`src/rtl/vga_timing_receiver_pkg.sv`:
```
// vga_timing_receiver_pkg: 640x480@60 timing constants, receiver state encoding and saturating counters
package vga_timing_receiver_pkg;
  localparam logic [10:0] VGA_H_TOTAL     = 11'd800;
  localparam logic [9:0]  VGA_V_TOTAL     = 10'd525;
  localparam logic [10:0] VGA_H_ACT_START = 11'd160;
  localparam logic [9:0]  VGA_V_ACT_START = 10'd45;
  localparam logic [10:0] VGA_H_ACT       = 11'd640;
  localparam logic [9:0]  VGA_V_ACT       = 10'd480;
  localparam logic [1:0]  VGA_LOCK_FRAMES = 2'd2;
  localparam logic [10:0] VGA_TIMEOUT     = 11'd2047;
  typedef enum logic [1:0] {SEARCH = 2'd0, ACQUIRE = 2'd1, LOCKED = 2'd2} rx_state_t;
  function automatic logic [10:0] sat_inc11(input logic [10:0] v);
    return &v ? v : v + 11'd1;
  endfunction
  function automatic logic [9:0] sat_inc10(input logic [9:0] v);
    return &v ? v : v + 10'd1;
  endfunction
endpackage

```
`src/rtl/vga_sync_edge.sv`:
```
// vga_sync_edge: registers HS/VS and flags their falling edges in the registered sample
module vga_sync_edge (
  input  logic VGA_Clk,
  input  logic Reset_N,
  input  logic VGA_HS,
  input  logic VGA_VS,
  output logic hs_fall,
  output logic vs_fall
);
  logic [1:0] hs_sr, vs_sr;
  always_ff @(posedge VGA_Clk or negedge Reset_N) begin
    if (!Reset_N) begin
      hs_sr <= 2'b11;
      vs_sr <= 2'b11;
    end else begin
      hs_sr <= {hs_sr[0], VGA_HS};
      vs_sr <= {vs_sr[0], VGA_VS};
    end
  end
  assign hs_fall = hs_sr[1] & ~hs_sr[0];
  assign vs_fall = vs_sr[1] & ~vs_sr[0];
endmodule

```
`src/rtl/vga_timing_receiver.sv`:
```
// vga_timing_receiver: recovers VGA line/frame timing, locks to expected totals, emits active-area pixels
module vga_timing_receiver
  import vga_timing_receiver_pkg::*;
#(
  parameter logic [10:0] H_TOTAL     = VGA_H_TOTAL,
  parameter logic [9:0]  V_TOTAL     = VGA_V_TOTAL,
  parameter logic [10:0] H_ACT_START = VGA_H_ACT_START,
  parameter logic [9:0]  V_ACT_START = VGA_V_ACT_START,
  parameter logic [10:0] H_ACT       = VGA_H_ACT,
  parameter logic [9:0]  V_ACT       = VGA_V_ACT,
  parameter logic [1:0]  LOCK_FRAMES = VGA_LOCK_FRAMES,
  parameter logic [10:0] TIMEOUT     = VGA_TIMEOUT
) (
  input  logic        VGA_Clk,
  input  logic        Reset_N,
  input  logic        VGA_HS,
  input  logic        VGA_VS,
  input  logic [7:0]  VGA_Red,
  input  logic [7:0]  VGA_Green,
  input  logic [7:0]  VGA_Blue,
  output logic        Pixel_Valid,
  output logic [9:0]  Pixel_X,
  output logic [9:0]  Pixel_Y,
  output logic [23:0] Pixel_Data,
  output logic        Line_Start,
  output logic        Frame_Start,
  output logic        Locked,
  output logic        Sync_Error,
  output logic [10:0] Measured_H_Total,
  output logic [9:0]  Measured_V_Total
);
  rx_state_t state, state_nx;
  logic [1:0] good, good_nx;
  logic hs_fall, vs_fall, line_bad, h_bad, f_bad, timeout, in_win, sync_err, lock_nx, pix_ok;
  logic [10:0] h_cnt, h_pos;
  logic [9:0] v_reg, v_pos, v_meas;
  logic [23:0] rgb_q;
  vga_sync_edge u_edge (
    .VGA_Clk(VGA_Clk),
    .Reset_N(Reset_N),
    .VGA_HS(VGA_HS),
    .VGA_VS(VGA_VS),
    .hs_fall(hs_fall),
    .vs_fall(vs_fall)
  );
  // h_cnt/v_reg already hold the length of the line/frame that a fall terminates
  always_comb begin
    h_pos = hs_fall ? '0 : h_cnt;
    v_meas = sat_inc10(v_reg);
    v_pos = vs_fall ? '0 : hs_fall ? v_meas : v_reg;
    h_bad = hs_fall && h_cnt != H_TOTAL;
    f_bad = v_meas != V_TOTAL || line_bad || h_bad;
    timeout = h_pos >= TIMEOUT;
    in_win = h_pos >= H_ACT_START && h_pos < H_ACT_START + H_ACT &&
             v_pos >= V_ACT_START && v_pos < V_ACT_START + V_ACT;
  end
  always_ff @(posedge VGA_Clk or negedge Reset_N) begin
    if (!Reset_N) begin
      h_cnt <= '0;
      v_reg <= '0;
      line_bad <= 1'b0;
      rgb_q <= '0;
    end else begin
      h_cnt <= sat_inc11(h_pos);
      v_reg <= v_pos;
      line_bad <= !vs_fall && (line_bad || h_bad);
      rgb_q <= {VGA_Red, VGA_Green, VGA_Blue};
    end
  end
  always_ff @(posedge VGA_Clk or negedge Reset_N) begin
    if (!Reset_N) begin
      state <= SEARCH;
      good <= '0;
    end else begin
      state <= state_nx;
      good <= good_nx;
    end
  end
  always_comb begin
    state_nx = state;
    good_nx = good;
    if (timeout) begin
      state_nx = SEARCH;
      good_nx = '0;
    end else begin
      unique case (state)
        SEARCH: if (vs_fall) begin
          state_nx = ACQUIRE;
          good_nx = '0;
        end
        ACQUIRE: if (vs_fall) begin
          good_nx = f_bad ? '0 : good + 2'd1;
          state_nx = !f_bad && good + 2'd1 == LOCK_FRAMES ? LOCKED : ACQUIRE;
        end
        LOCKED: if (h_bad || (vs_fall && f_bad)) begin
          state_nx = ACQUIRE;
          good_nx = '0;
        end
        default: state_nx = SEARCH;
      endcase
    end
  end
  always_comb begin
    sync_err = state == LOCKED && !timeout && (h_bad || (vs_fall && f_bad));
    lock_nx = state_nx == LOCKED;
    pix_ok = lock_nx && in_win;
  end
  always_ff @(posedge VGA_Clk or negedge Reset_N) begin
    if (!Reset_N) begin
      Pixel_Valid <= 1'b0;
      Pixel_X <= '0;
      Pixel_Y <= '0;
      Pixel_Data <= '0;
      Line_Start <= 1'b0;
      Frame_Start <= 1'b0;
      Locked <= 1'b0;
      Sync_Error <= 1'b0;
      Measured_H_Total <= '0;
      Measured_V_Total <= '0;
    end else begin
      Pixel_Valid <= pix_ok;
      Pixel_X <= pix_ok ? 10'(h_pos - H_ACT_START) : '0;
      Pixel_Y <= pix_ok ? v_pos - V_ACT_START : '0;
      Pixel_Data <= pix_ok ? rgb_q : '0;
      Line_Start <= hs_fall;
      Frame_Start <= vs_fall;
      Locked <= lock_nx;
      Sync_Error <= sync_err;
      Measured_H_Total <= hs_fall ? h_cnt : Measured_H_Total;
      Measured_V_Total <= vs_fall ? v_meas : Measured_V_Total;
    end
  end
endmodule
```
`config.mk`:
```
export PLATFORM = sky130hd
export DESIGN_NAME = vga_timing_receiver
export DESIGN_NICKNAME = d
export VERILOG_FILES = /design/src/rtl/vga_timing_receiver_pkg.sv /design/src/rtl/vga_sync_edge.sv /design/src/rtl/vga_timing_receiver.sv
export SDC_FILE = /design/constraint.sdc
export NUM_CORES = 1
export LEC_CHECK = 0
export CAP_MARGIN = 20
export CORE_ASPECT_RATIO = 0.5
export CORE_UTILIZATION = 52
export CTS_BUF_LIST = sky130_fd_sc_hd__clkbuf_16
export DETAILED_ROUTE_END_ITERATION = 6
export PLACE_DENSITY = 0.81
export SETUP_SLACK_MARGIN = 0.2
export SYNTH_ARGS = -nofsm -noshare
export SYNTH_HDL_FRONTEND = slang
export SYNTH_SLANG_ARGS = --single-unit
```
`constraint.sdc`:
```
create_clock -name VGA_Clk -period 3.3 [get_ports VGA_Clk]
set_input_delay 0.99 -clock VGA_Clk [delete_from_list [all_inputs] [get_ports VGA_Clk]]
set_output_delay 0.99 -clock VGA_Clk [all_outputs]
set_load 0.005 [all_outputs]
```
==> flow_metrics.tcl, run 1 <==
set metrics [dict create \
    drv_cap 0 \
    ys.warnings.count 0 \
    final_common_cell "dfrtp_1" \
    slew_violations 0 \
    ys_async_sr_fraction_pct 100 \
    post-route-util_pct 74.1 \
    syn2layout_area_growth_pct 37.9 \
    arrival_ns 3.38 \
    reg2reg_to "Pixel_Data[9]" \
    synth.avg_cell_area_sq_um 11.0 \
    slew_headroom_pct 53.3 \
    die_height_um 72.0 \
    r2r-start "v_reg[4]" \
    seq_power_share_pct 41.7 \
    die_w_um 142 \
    synth_seq_area_share_pct 61.1 \
    p_comb_share_pct 8.8 \
    ys.flop_type "dfrtp_1" \
    dp.final_hpwl_mm 7.36 \
    htreeDepth 4 \
    diodes 0 \
    cp-startpoint "v_reg[4]" \
    path_clk_slew_ns 0.06 \
    p_sw_uw 960 \
    netlist_instances 464 \
    synth_top_cell_by_area "dfrtp_1" \
    io_pins 98 \
    drc 0 \
    setup_viol 0 \
    hold_path_startpoint "u_edge.vs_sr[0]" \
    max_slew.worst_pin.slew_ns 0.695 \
    clk_latency_ns 0.41 \
    finalHoldViolCount 0 \
    avgViaCountPerCell 5.44 \
    via_count 3936 \
    final_cell_mix "dfrtp_1, clkdlybuf4s50_1, nand2_1" \
    status "complete, no violations" \
    p_int_mw 3.05 \
    grt_pass1_wl_mm 18.9 \
    drt_iter0_markers 356 \
    synth_area_leaders "dfrtp_1, nand2_1, and2_1" \
    wire_per_inst_um 16.8 \
    r2r_slack_ns 0.27 \
    die-area_sq_um 10200 \
    wirelength_mm 12.1 \
    synth_seq_cells 124 \
    reg2regPathDepth 12 \
    gr-usage-met1_pct 30.9 \
    peakVddDrop_mv 0.389 \
    drive_gt1_share_pct 13.6 \
    synth_cell_types 52 \
    clockPowerShare_pct 49.5 \
    post-route-period-util_pct 91.7 \
    root_buffer "clkbuf_16" \
    clock_path_buffers 2 \
    top_usage_layer "met2" \
    synth_nets 500 \
    layout_min_cycle_time_ns 3.03 \
    start_util_pct 53.7 \
    rsz0062_at_grt "no" \
    cp_max_fo 17 \
    first_global_vias 3749 \
    synth_top_area_share_pct 59.0 \
    required_ns 3.65 \
    crit_path_end_kind "register" \
    rows 25 \
    reg_top3 "Pixel_Data (24), rgb_q (24)" \
    tns_ns 0 \
    grt_overflow 0 \
    crit_end "Pixel_Data[9]" \
    dr.pass1.iters 5 \
    nets 612 \
    fin_skew_ns 0.00501 \
    use_met3_pct 7.06 \
    ant_nets 0 \
    cts.sinks 124 \
    startpoint_type "register" \
    routabilityCongestion 0.908 \
    antenna_found_initial 0 \
    cts_buffers 17 \
    cts_tree "done" \
    globalRouteTotalUtil_pct 24.9 \
    p_leak_nw 3.14 \
    syn_area_sq_um 5090 \
    power.density_nw_per_um2 572 \
    crit_type "reg -> reg" \
    total_power_mw 4.01 \
    fmax_ghz 0.330 \
    place.port_buffers 97 \
    hold_class "reg -> reg" \
    grt_start_max_net_pins 39 \
    sw_frac_of_total_pct 23.9 \
    synth_edf_count 0 \
    met2_usage_pct 41.7 \
    coreArea_sq_um 9480 \
]
-- cell usage after synthesis (3+ instances only) --
| master | count |
|---|---|
| nand4_1 | 9 |
| dfstp_2 | 4 |
| inv_1 | 19 |
| buf_6 | 3 |
| xnor2_1 | 12 |
| clkbuf_1 | 22 |
| nand2b_1 | 3 |
| nor4_1 | 13 |
| or4_1 | 3 |
| nand2_1 | 63 |
| a31oi_1 | 10 |
| xor2_1 | 7 |
| a211oi_1 | 8 |
| nor3_1 | 7 |
| mux2i_1 | 4 |
| nor2_1 | 18 |
| buf_1 | 4 |
| o31ai_1 | 4 |
| nand3_1 | 12 |
| or3_1 | 3 |
| and2_1 | 34 |
| a21oi_1 | 12 |
| o21ai_0 | 22 |
| and3_1 | 6 |
| dfrtp_1 | 120 |
| ha_1 | 8 |
-- repair_timing --
| action | in CTS | in global routing |
|---|---|---|
| cloned | 0 | 1 |
| setup endpoints to repair | 36 | 45 |
| pin swaps | 0 | 4 |
| hold buffers | 0 | 0 |
| gates resized for setup | 3 | 17 |
| buffers inserted | 0 | 5 |
-- power groups by stage --
| stage | Combinational [mW] | Clock, mW | Sequential, mW |
|---|---|---|---|
| floorplan | 0.155 | 0 | 1.68 |
| global placement | 0.313 | 0 | 1.70 |
| detailed placement | 0.319 | 0 | 1.70 |
| CTS | 0.326 | 2.01 | 1.67 |
| global route | 0.396 | 2.09 | 1.69 |
| finish | 0.355 | 1.99 | 1.67 |
-- critical path, cell delays in order (launching register included) --
cell,delay [ns]
dfrtp_1,0.44
and3_1,0.41
a31oi_4,0.17
mux2i_1,0.15
or2_4,0.26
ha_2,0.21
a31oi_4,0.19
a21oi_4,0.10
o2111a_2,0.33
nor3_4,0.26
buf_6,0.15
clkbuf_16,0.16
and2_1,0.12
-- stage by stage --
stage	cell area (sq um)	cells	setup slack [ns]	hold WS, ns
after floorplan	5090	464	0.312	0.351
after global placement	6250	686	0.262	0.355
after detailed placement	6250	686	0.0974	0.357
after CTS	6900	718	0.200	0.365
after global routing	7020	724	0.176	0.373
final	7020	724	0.273	0.367
-- metal layers --
| layer | share of wire, % | vias to the layer above |
|---|---|---|
| met5 | 0 | - |
| met4 | 1.5 | 0 |
| met3 | 5.8 | 28 |
| met2 | 49 | 178 |
| met1 | 43 | 1908 |
| li1 | - | 1822 |
-- cell type report --
type	instances	area, sq um
Tap cell	135	169
Inverter	19	71.3
Clock buffer	17	425
Multi-Input combinational cell	292	1840
Fill cell	619	2460
Timing Repair Buffer	122	1190
Sequential cell	124	3110
Clock inverter	15	211
-- cell families after synthesis --
| kind of cell | count (synthesis) | synth area share [%] |
|---|---|---|
| simple gates | 184 | 19.1 |
| flops | 124 | 61.1 |
| compound gates | 76 | 9.66 |
| buf+inv | 48 | 3.98 |
| xor+xnor | 19 | 3.27 |
| fa+ha+maj | 8 | 1.97 |
| mux | 5 | 1.01 |
-- worst min path at each step --
stage | end | depth (start not counted)
floorplan | u_edge.vs_sr[1] | 0
global placement | u_edge.vs_sr[1] | 0
detailed placement | u_edge.vs_sr[1] | 0
CTS | u_edge.vs_sr[1] | 0
global route | u_edge.vs_sr[1] | 0
finish | u_edge.vs_sr[1] | 0
(Power assumes the default switching activity.)
==> run 2: changes to the inputs <==
--- a/config.mk
+++ b/config.mk
@@ -10,6 +10,7 @@
 export CORE_UTILIZATION = 52
 export CTS_BUF_LIST = sky130_fd_sc_hd__clkbuf_16
 export DETAILED_ROUTE_END_ITERATION = 6
+export MAX_ROUTING_LAYER = met4
 export PLACE_DENSITY = 0.81
 export SETUP_SLACK_MARGIN = 0.2
 export SYNTH_ARGS = -nofsm -noshare
==> run 2 against run 1 <==
  * Worst hold slack lost 0.00083 ns
  * Non-clock buffer count grew 5
  * Combinational power grew 4%
==> flow_metrics.tcl, run 2 (same netlist as run 1, synthesis figures left out) <==
set metrics [dict create \
    status "complete, no violations" \
    rows 25 \
    r2r_slack_ns 0.28 \
    cts_buffers 17 \
    sw_frac_of_total_pct 24.6 \
    post-route-period-util_pct 91.7 \
    postPlaceCellArea_sq_um 6280 \
    coreArea_sq_um 9480 \
    fmax_ghz 0.331 \
    arrival_ns 3.37 \
    routabilityCongestion 0.901 \
    multi_input_area_sq_um 1840 \
    nFillCells 628 \
    nets 617 \
    hold_end "u_edge.vs_sr[1]" \
    dr.pass1.iters 5 \
    setup_viol 0 \
    wire_per_inst_um 16.6 \
    root_buffer "clkbuf_16" \
    drc 0 \
    ant_nets 0 \
    rsz0062_at_grt "no" \
    drt_iter0_markers 337 \
    max_slew.worst_pin.slew_ns 0.629 \
    finalHoldViolCount 0 \
    crit_type "reg -> reg" \
    die_w_um 142 \
    clk_latency_ns 0.41 \
    startpoint_type "register" \
    path_clk_slew_ns 0.06 \
    grt_overflow 0 \
    cts.sinks 124 \
    p_int_mw 2.90 \
    p_sw_uw 947 \
    tns_ns 0 \
    avgViaCountPerCell 5.47 \
    htreeDepth 4 \
    final_cell_mix "dfrtp_1, clkdlybuf4s50_1, nand2_1" \
    cp_max_fo 15 \
    dp.final_hpwl_mm 7.77 \
    place.port_buffers 97 \
    diodes 0 \
    total_power_mw 3.85 \
    slew_violations 0 \
    power.density_nw_per_um2 549 \
    slew_headroom_pct 58.1 \
    start_util_pct 53.7 \
    regArea_sq_um 3110 \
    placed_cells 690 \
    pre_cts_ws_ns 0.114 \
    die_height_um 72.0 \
    r2r-start "v_reg[4]" \
    min_path_cells 0 \
    layout_min_cycle_time_ns 3.02 \
    via_count 3986 \
    final_cells 729 \
    hold_path_startpoint "u_edge.vs_sr[0]" \
    globalRouteTotalUtil_pct 25.4 \
    grt_pass1_wl_mm 18.8 \
    peakVddDrop_mv 0.367 \
    crit_path_end_kind "register" \
    io_pins 98 \
    clock_path_buffers 2 \
    die-area_sq_um 10200 \
    reg2regPathDepth 12 \
    final_common_cell "dfrtp_1" \
    hold_ws_ns 0.366 \
    grt_start_max_net_pins 54 \
    post-route-util_pct 74.1 \
    antenna_found_initial 0 \
    fin_skew_ns 0.00877 \
    reg_top3 "Pixel_Data (24), rgb_q (24)" \
    setup_ws_ns 0.275 \
    wirelength_mm 12.1 \
    seq_power_share_pct 43.3 \
    reg2reg_to "Pixel_Y[6]" \
    hold_class "reg -> reg" \
    syn2layout_area_growth_pct 37.9 \
    final_area_sq_um 7020 \
    p_leak_nw 3.13 \
    clockPowerShare_pct 47.2 \
    required_ns 3.64 \
    drive_gt1_share_pct 14.0 \
    p_comb_share_pct 9.6 \
    drv_cap 0 \
    cts_tree "done" \
    first_global_vias 3726 \
]
run 2: power groups by stage:
stage | clock [mW] | sequential, mW | combinational, mW
6_report | 1.82 | 1.67 | 0.368
5_1_grt | 1.92 | 1.68 | 0.407
4_1_cts | 1.84 | 1.67 | 0.336
3_5_place_dp | 0 | 1.69 | 0.329
3_3_place_gp | 0 | 1.69 | 0.326
2_1_floorplan | 0 | 1.68 | 0.155
run 2: metal layers:
layer / up-vias / track usage (%) / share of wire [%]
met5: - / - / 0
met4: 0 / 9.20 / 1.1
met3: 16 / 6.40 / 6.0
met2: 154 / 41.2 / 50
met1: 1978 / 31.4 / 43
li1: 1838 / - / -
run 2: worst max path at each step:
stage / start / end / slack [ns] / cells after the start
after floorplan: v_reg[1] / Pixel_Data[18] / 0.31 / 13
after CTS: v_reg[1] / Pixel_Y[6] / 0.23 / 12
after global placement: v_reg[1] / Pixel_Y[6] / 0.21 / 12
final: v_reg[4] / Pixel_Y[6] / 0.28 / 12
after detailed placement: v_reg[4] / Pixel_Y[6] / 0.11 / 11
after global routing: v_reg[4] / Pixel_Y[6] / 0.19 / 12
run 2: worst max-delay path: stages, from the launching register on:
cell and delay, ns:
dfrtp_1 0.44, and3_1 0.39, a31oi_4 0.17, mux2i_1 0.14
or2_2 0.31, ha_2 0.21, a31oi_4 0.20, a21oi_4 0.10
o2111a_2 0.33, nor3_4 0.22, buf_4 0.16, buf_12 0.13
and3_1 0.16
run 2: repair_timing:
action / CTS / global route
pin swaps: 1 / 3
cloned: 0 / 1
setup buffers: 1 / 5
hold buffers: 0 / 0
endpoints found under the setup margin: 28 / 40
resized for setup: 1 / 17
run 2: layout make-up:
cell class                 count  area share, %
multi-input combinational    292           26.3
clock inverter                15           2.32
tap                          135           2.41
timing repair buffer         127           17.6
sequential                   124           44.3
inverter                      19           1.02
clock buffer                  17           6.06
